==> config.mk <==
export PLATFORM = sky130hd
export DESIGN_NAME = interrupt_claim_complete
export DESIGN_NICKNAME = d
export VERILOG_FILES = /design/src/rtl/interrupt_claim_complete.sv
export SDC_FILE = /design/constraint.sdc
export NUM_CORES = 1
export LEC_CHECK = 0
export CAP_MARGIN = 20
export CORE_UTILIZATION = 51
export CTS_CLUSTER_DIAMETER = 100
export CTS_CLUSTER_SIZE = 24
export DETAILED_ROUTE_END_ITERATION = 8
export GPL_TIMING_DRIVEN = 1
export PLACE_DENSITY_LB_ADDON = 0.1
export REMOVE_ABC_BUFFERS = 1
export SLEW_MARGIN = 5
export SYNTH_ARGS = -nofsm -noshare
export SYNTH_HDL_FRONTEND = slang
export SYNTH_SLANG_ARGS = --single-unit
==> constraint.sdc <==
create_clock -name CLK -period 6.2 [get_ports CLK]
set_clock_uncertainty 0.1 [all_clocks]
set_input_delay 1.24 -clock CLK [delete_from_list [all_inputs] [get_ports CLK]]
set_output_delay 1.24 -clock CLK [all_outputs]
set_load 0.005 [all_outputs]
==> src/rtl/interrupt_claim_complete.sv <==
// Interrupt claim/complete controller: per-source pending gateways,
// lowest-ID arbitration and a one-source-in-service claim/complete handshake.

// Per-source gateway: latches a level request into a sticky pending bit.
module interrupt_gateway (
    input  logic CLK,
    input  logic nRST,
    input  logic req,
    input  logic gate_closed,
    input  logic clr,
    output logic pend
);
    // Set on a request while open; clear only when claimed or on reset.
    always_ff @(posedge CLK) begin
        if (!nRST)
            pend <= 1'b0;
        else if (pend)
            pend <= !clr;
        else
            pend <= req && !gate_closed;
    end
endmodule

module interrupt_claim_complete #(
    parameter int N_interrupts = 32,
    parameter int ID_W         = $clog2(N_interrupts)
) (
    input  logic                    CLK,
    input  logic                    nRST,
    input  logic [N_interrupts-1:0] interrupt_requests_masked,
    output logic                    interrupt_out,
    input  logic                    claim_req,
    output logic                    claim_ack,
    output logic [ID_W-1:0]         claim_id,
    output logic                    claim_empty,
    input  logic                    complete_req,
    input  logic [ID_W-1:0]         complete_id,
    output logic                    complete_err,
    output logic [N_interrupts-1:0] pending,
    output logic                    in_service
);
    localparam int unsigned NI = N_interrupts;

    typedef enum logic [1:0] {IDLE, NOTIFY, SERVICE} state_t;

    state_t          state_q, state_d;
    logic [ID_W-1:0] active_id;
    logic            grant_vld;
    logic [ID_W-1:0] grant_id;
    logic            grant_take;
    logic            complete_ok;

    // Status decoded straight from the state register.
    assign interrupt_out = (state_q == NOTIFY);
    assign in_service    = (state_q == SERVICE);

    // One gateway per source; the active source's gate stays shut while in service.
    for (genvar i = 0; i < N_interrupts; i++) begin : g_gw
        interrupt_gateway u_gw (
            .CLK         (CLK),
            .nRST        (nRST),
            .req         (interrupt_requests_masked[i]),
            .gate_closed (in_service && (active_id == ID_W'(i))),
            .clr         (grant_take && (grant_id == ID_W'(i))),
            .pend        (pending[i])
        );
    end

    // Lowest set pending index wins.
    always_comb begin
        grant_vld = 1'b0;
        grant_id  = '0;
        for (int i = N_interrupts - 1; i >= 0; i--) begin
            if (pending[i]) begin
                grant_vld = 1'b1;
                grant_id  = ID_W'(i);
            end
        end
    end

    // Claims only grant from NOTIFY; IDs outside the source range never match.
    assign grant_take  = claim_req && (state_q == NOTIFY) && grant_vld;
    assign complete_ok = complete_req && (state_q == SERVICE) &&
                         (complete_id == active_id) && (32'(complete_id) < NI);

    // Next-state logic for the claim/complete handshake.
    always_comb begin
        state_d = state_q;
        case (state_q)
            IDLE:    if (pending != '0) state_d = NOTIFY;
            NOTIFY:  if (grant_take)    state_d = SERVICE;
            SERVICE: if (complete_ok)   state_d = IDLE;
            default: state_d = IDLE;
        endcase
    end

    // State, active source and one-cycle handshake responses.
    always_ff @(posedge CLK) begin
        if (!nRST) begin
            state_q      <= IDLE;
            active_id    <= '0;
            claim_ack    <= 1'b0;
            claim_id     <= '0;
            claim_empty  <= 1'b0;
            complete_err <= 1'b0;
        end else begin
            state_q      <= state_d;
            claim_ack    <= claim_req;
            claim_id     <= grant_take ? grant_id : '0;
            claim_empty  <= claim_req && !grant_take;
            complete_err <= complete_req && !complete_ok;
            if (grant_take)
                active_id <= grant_id;
        end
    end
endmodule

Yosys cells after proc, flatten, opt, wreduce, memory -nomap -nowiden
Cells that the tools add are included.
{"block": "op_classes", "n_eq_ne": 68, "n_mux": 100, "n_reduce_logical": 174}
{"cell": "$eq A5 B5 Y1 const B", "n": 32}
{"cell": "$mux W5", "n": 32}
{"cell": "$logic_and A1 B1 Y1", "n": 102}
{"cell": "$eq A5 B4 Y1 const B", "n": 16}
{"cell": "$logic_not A1 Y1", "n": 66}
{"cell": "$mux W1", "n": 64}
{"cell": "$eq A5 B3 Y1 const B", "n": 8}
{"cell": "$reduce_bool A32 Y1", "n": 1}
{"cell": "$eq A5 B2 Y1 const B", "n": 4}
{"cell": "$eq A5 B1 Y1 const B", "n": 2}
{"cell": "$logic_not A5 Y1", "n": 2}
{"cell": "$mux W2", "n": 3}
{"cell": "$pmux W2 S3", "n": 1}
{"cell": "$eq A5 B5 Y1", "n": 1}
{"cell": "$ne A2 B1 Y1 const B", "n": 2}
{"cell": "$reduce_and A3 Y1", "n": 1}
{"cell": "$eq A2 B1 Y1 const B", "n": 1}
{"cell": "$eq A2 B2 Y1 const B", "n": 1}
{"cell": "$logic_not A2 Y1", "n": 1}
{"cell": "$ne A2 B2 Y1 const B", "n": 1}
{"cell": "$reduce_and A2 Y1", "n": 1}
{"block": "word_totals", "regBits": 47, "inputBits": 41, "out_inout_bits": 42, "word_cells": 380}

Longest topological paths before layout
{"block": "logic_depth", "ltp_word": 36, "mapped_depth": 7, "ltp_nobuf": 7}

Cells and area by module
Synthesis repeated with hierarchy kept, for this count alone.
{"block": "unflattened", "cells_unflattened": 363, "hier_area_um2": 3274.4}
{"mod": "interrupt_gateway", "n_inst": 32, "cells_each": 4, "area_per_inst_um2": 53.8}
{"mod": "interrupt_claim_complete", "n_inst": 1, "cells_each": 235, "area_per_inst_um2": 1552.7}

Worst setup path before layout
No wires, ideal clock.
{"block": "synth_timing", "path_kind": "in2reg", "startpoint": "in claim_req", "endpoint": "reg g_gw[28].u_gw.pend", "t_arrival_ps": 2197, "required_ps": 5972, "slack_ps": 3775, "stages": 6, "cell_sequence": "nand2_1 nor4_2 buf_2 and4_1 mux2_2 nor2_1"}
{"block": "synth_between", "elab_chain_len": 5}
{"element": "start, declared", "line": "32", "source": "input logic claim_req,"}
{"element": "$logic_and A1 B1 Y1 (2 in series)", "line": "82", "source": "assign grant_take = claim_req && (state_q == NOTIFY) && grant_vld;"}
{"element": "$logic_and A1 B1 Y1", "line": "64", "source": ".clr (grant_take && (grant_id == ID_W'(i))),"}
{"element": "$logic_not A1 Y1", "line": "18", "source": "pend <= !clr;"}
{"element": "$mux W1", "line": "17", "source": "else if (pend)"}
{"element": "end signal, assigned", "line": "18"}
{"element": "end signal, assigned", "line": "20", "source": "pend <= req && !gate_closed;"}
{"element": "end, declared", "line": "11", "source": "output logic pend"}
Every way passes these cells.
A chain may end at the register's enable or synchronous reset.

Worst setup path in the final report
{"block": "layout_timing", "startpoint": "in claim_req", "endpoint": "reg g_gw[20].u_gw.pend"}
{"block": "layout_between", "elab_chain_len": 5}
{"element": "$logic_and A1 B1 Y1 (2 in series)", "line": "82"}
{"element": "$logic_and A1 B1 Y1", "line": "64"}
{"element": "$logic_not A1 Y1", "line": "18"}
{"element": "$mux W1", "line": "17"}
{"element": "end signal, assigned", "line": "18"}
{"element": "end signal, assigned", "line": "20"}
{"element": "end, declared", "line": "11"}
Every way passes these cells.

==> metrics.csv <==
metric,value,unit
status,finished clean,
drv_slew,0,
tns,0,ns
grt_util_all_layers,29.2,%
synth-xor-area-share,1.62,%
yosys-top-cells-area,"dfxtp_1 35%, buf_4 8.9%, nor2_1 4.7%",
cts_buffer_depth,2,
arrival,3.58,ns
criticalPathCategory,input pin to flop,
finalHoldViolCount,0,
vdd_drop_max,133,uV
crit_chain,clkdlybuf4s50_1 -> nand2_1 -> nor4_2 -> nand2_1 -> nor3b_2 -> mux2_2 -> nor2_1,
worstHoldEndpoint,g_gw[30].u_gw.pend,
postCtsHoldBufs,0,
drtIter0Drc,226,
cts_sinks,47,
synth_async_sr_flop_share,0,%
yosys.cell_types.count,52,
min_period_over_period,56.6,%
ys.warnings.count,0,
cts_setup_buffers,0,
die-area,5590,um2
fin_util,67.4,%
port_buffers,82,
synth_compound_area_share,25.2,%
wl_per_cell,18.0,um
wirelength,7900,um
clkTransAtPathRegs,0.09,ns
synth_most_common_cell,dfxtp_1,
antenna_left,0,
die_x,74.7,um
crit_path_start_kind,input pin,
finalSetupViolCount,0,
pwr-share-comb,21.6,%
hold_class,flop to flop,
cp.required,6.27,ns
synth_edf_count,0,
synthAdderAreaFrac,0,%
numCtsBuffers,5,
num_io_pins,83,
via_per_inst,6.10,
swShare,28.0,%
crit_fanout,11,
cpPeakStageDelay,0.87,ns
hold_depth,1,
worstHoldStart,g_gw[30].u_gw.pend,
power_switching,210,uW
cts_resized,0,
gp_congestion,0.934,
synth_top_area_share,34.9,%
cap_violations,0,
tightest_slew,1.01,ns
place_hpwl,5440,um
synth-seq-cells,47,
syn_area,2700,um2
firstDrtPassIters,5,
p_leak,0.00124,uW
layout_min_cycle_time,3.51,ns
cts_tree,yes,
seqPwrFrac,47.0,%
holdWs,0.445,ns
crit_slowest_cell,nor4_2,
worstSetupEndpointType,flop,
synth-simple-area-share,24.4,%
via_count,2686,
r2r_setup_slack,3.28,ns
grt_pass1_vias,2378,
cts-root-buf,clkbuf_8,
p_int,540,uW
insertion_delay,0.31,ns
powerDensity,218,nW/um2
ys.flop_type,dfxtp_1,
synth_common_cells,"47 x dfxtp_1, 34 x nor2_1, 32 x buf_4",
reg2reg_to,g_gw[20].u_gw.pend,
drive_gt1_share,7.57,%
syn_area_per_cell,8.36,um2
maxSlewHeadroom,32.4,%
grt_remaining_overflow,0,
antenna_found_initial,0,
yosys.area.top_type,dfxtp_1,
yosysSeqAreaShare,34.9,%
critPathBufInv,1,
rows,26,
synth_cells,323,
pwr-share-clk,31.4,%
htreeDepth,2,
synth.mux.area_fraction,2.09,%
synth_top_family_by_area,compound AO/OA/AOI/OAI gates,
reg2reg_depth,6,
cpLargestDelayFamily,simple AND/OR/NAND/NOR gates,
drc_errors,0,
grt_pass1_wl,11900,um
initial_core_util,52.8,%
max_freq,285,MHz
grt_max_degree,25,
cp_common_cell,nand2_1,
fin_nets,410,
rsz0062_at_grt,false,
rr_startpoint,g_gw[3].u_gw.pend,
coreArea,5110,um2
die_h,74.7,um
area_growth,27.5,%
antenna_cells,0,
power.total,750,uW
per-layer routing:
metal | track usage (%) | vias up | wire length, um | share of wire, %
li1 | - | 1251 | - | -
met1 | 38.4 | 1256 | 3370 | 43
met2 | 45.9 | 154 | 3600 | 46
met3 | 6.02 | 25 | 691 | 8.7
met4 | 14.0 | 0 | 248 | 3.1
met5 | 0 | - | 0 | 0
layout make-up:
type | instances | area, um2
clock inverters | 2 | 35.0
repair buffers | 82 | 821
flip-flops and latches | 47 | 941
inverters | 10 | 37.5
clock buffers | 6 | 82.6
fillers | 461 | 1670
well taps | 70 | 87.6
multi-input cells | 223 | 1440
registers in the layout, indices dropped and copies added, names as in the netlist:
name / count
complete_err: 1
claim_empty: 1
g_gw.u_gw.pend: 32
active_id: 5
claim_id: 5
claim_ack: 1
state_q: 2
cells in the final DEF (no fill, tap or decap), types with 6 or more instances in the layout:
cell type,Yosys,routed
clkdlybuf4s50_1,0,82
dfxtp_1,47,47
nor2_1,34,34
a21oi_1,25,25
nand2_1,23,23
o21ai_0,13,13
inv_1,10,10
a311oi_1,10,10
nand2b_1,7,7
nor4_1,7,7
nor3_1,7,7
a211oi_1,7,7
a21boi_0,7,7
and2_1,7,7
nor2b_1,6,6
a41oi_1,6,6
clkbuf_8,0,6
logic make-up after synthesis:
| group | Yosys count |
|---|---|
| AO/OA/AOI/OAI | 97 |
| XOR/XNOR | 5 |
| buffers and inverters | 53 |
| flip-flops | 47 |
| multiplexers | 5 |
| AND/OR/NAND/NOR | 116 |
worst reg2reg max path, cell delays in order, from the launching register on:
cell and delay (ns):
dfxtp_1 0.39, or4_4 0.61, nor4_2 0.85, nand2_1 0.27
nor3b_2 0.33, mux2_2 0.21, nor2_1 0.04
power by group through the flow:
stage          clock network [uW]  registers [uW]  logic [uW]
2_1_floorplan                   0             353        72.4
3_3_place_gp                    0             358         158
3_5_place_dp                    0             358         159
4_1_cts                       236             351         160
5_1_grt                       247             355         173
6_report                      236             352         162
worst max-delay path by stage:
stage	start	end	slack (ns)	cells after the start
CTS	claim_req	g_gw[20].u_gw.pend	2.75	7
detailed placement	claim_req	g_gw[20].u_gw.pend	2.41	7
global route	claim_req	g_gw[20].u_gw.pend	2.58	7
floorplan	claim_req	g_gw[24].u_gw.pend	3.39	6
global placement	claim_req	g_gw[24].u_gw.pend	2.50	7
finish	claim_req	g_gw[20].u_gw.pend	2.69	7
per-stage QoR:
| stage | instance area, um2 | setup slack, ns | cells |
|---|---|---|---|
| floorplan | 2420 | 3.39 | 280 |
| global placement | 3320 | 2.50 | 432 |
| detailed placement | 3320 | 2.41 | 432 |
| CTS | 3440 | 2.75 | 440 |
| global route | 3440 | 2.58 | 440 |
| finish | 3440 | 2.69 | 440 |
Note: power is estimated with default switching activity, not from simulation.
==> patch (same flow settings) <==
Change the parameter `N_interrupts` from 32 to 64.
--- a/src/rtl/interrupt_claim_complete.sv
+++ b/src/rtl/interrupt_claim_complete.sv
@@ -23,5 +23,5 @@
 
 module interrupt_claim_complete #(
-    parameter int N_interrupts = 32,
+    parameter int N_interrupts = 64,
     parameter int ID_W         = $clog2(N_interrupts)
 ) (
Ports: changed (resized claim_id, complete_id, interrupt_requests_masked and pending); port bits go from 83 to 149. The function was not compared with the original's and may differ.
==> patch against the unedited design <==
Die area rose by 79%. Worst hold slack got worse by 54 ps. First-iteration DRC count increased to 2.7 times the old value. Global-route usage up 5.5 points. Highest routed layer unchanged. Fmax grew 8.6%. Wire length is 120% higher. Power grew 71%. Area after synthesis grew 82%. Critical path depth unchanged. Cell count grew 86%. Setup slack improved by 280 ps. Sequential cell count is 34 higher. Clock power is 55% higher. Cell area up 79%.
==> patch: results <==
group,metric,value,unit
status,status,"complete, no violations",
timing,finalCritPeriodShare,0.521,
setup_path,reg2reg_slack,2990,ps
place,dp_cells,803,
setup_path,worstSetupEndpoint,"g_gw[36].u_gw.pend",
place,dp_hpwl,12500,um
timing,worst_pin_slew,1210,ps
cts,cts-buffers-inserted,9,
place,placed_cell_area,0.00600,mm^2
drt,num_vias,5224,
drt,met1Wirelength,6910,um
drt,route.met2.wl,7920,um
setup_path,critical_path_peak_fanout,4,
drt,dr_wl_met3,1900,um
place,io_buffers,148,
grt,grt_use_total,0.346,
power_and_ir_drop,p_int,0.875,mW
grt,first_global_vias,4784,
place,post-place-ws,2690,ps
cts,insertion_delay,360,ps
power_and_ir_drop,leakagePower,2.17,nW
synthesis,avgSynthCellArea,8.08,um^2
drt,wl,17300,um
synthesis,ys_seq_area_frac,0.330,
power_and_ir_drop,pwr-share-clk,0.285,
drt,wl_per_cell,21.1,um
synthesis,synth.distinct_cells,70,
setup_path,cpMaxStageDelayCell,"clkdlybuf4s50_1",
power_and_ir_drop,comb-power,0.301,mW
cts,cts_max_level,3,
synthesis,netlist_top_cells_count,"81 x dfxtp_1, 64 x buf_4, 47 x nor2_1",
power_and_ir_drop,peakVddDrop,0.0965,mV
setup_path,crit_path_max_incr_delay,520,ps
patch: cell types whose count changed after synthesis, sizes merged, moves of 15 or more:
cell | before | now
dfxtp | 47 | 81
nand2 | 23 | 45
nor2 | 34 | 49
o21ai | 16 | 43
a31oi | 1 | 20
nor3 | 7 | 26
buf | 33 | 69
o21a | 1 | 23
patch: logic make-up (layout without fill, tap and decap cells):
logic type / count (synthesis) / in the layout / synth area share
buf+inv: 105 / 187 / 0.134
simple gates: 206 / 206 / 0.229
mux: 7 / 7 / 0.0166
compound gates: 203 / 203 / 0.279
flops: 81 / 81 / 0.330
xor+xnor: 6 / 6 / 0.0107
patch: layout make-up:
type / count / area, um^2
clock buffers: 12 / 145
clock inverters: 4 / 28.8
fillers: 831 / 3110
inverters: 17 / 63.8
multi-input cells: 422 / 2630
flip-flops and latches: 81 / 1620
well taps: 129 / 161
repair buffers: 154 / 1520
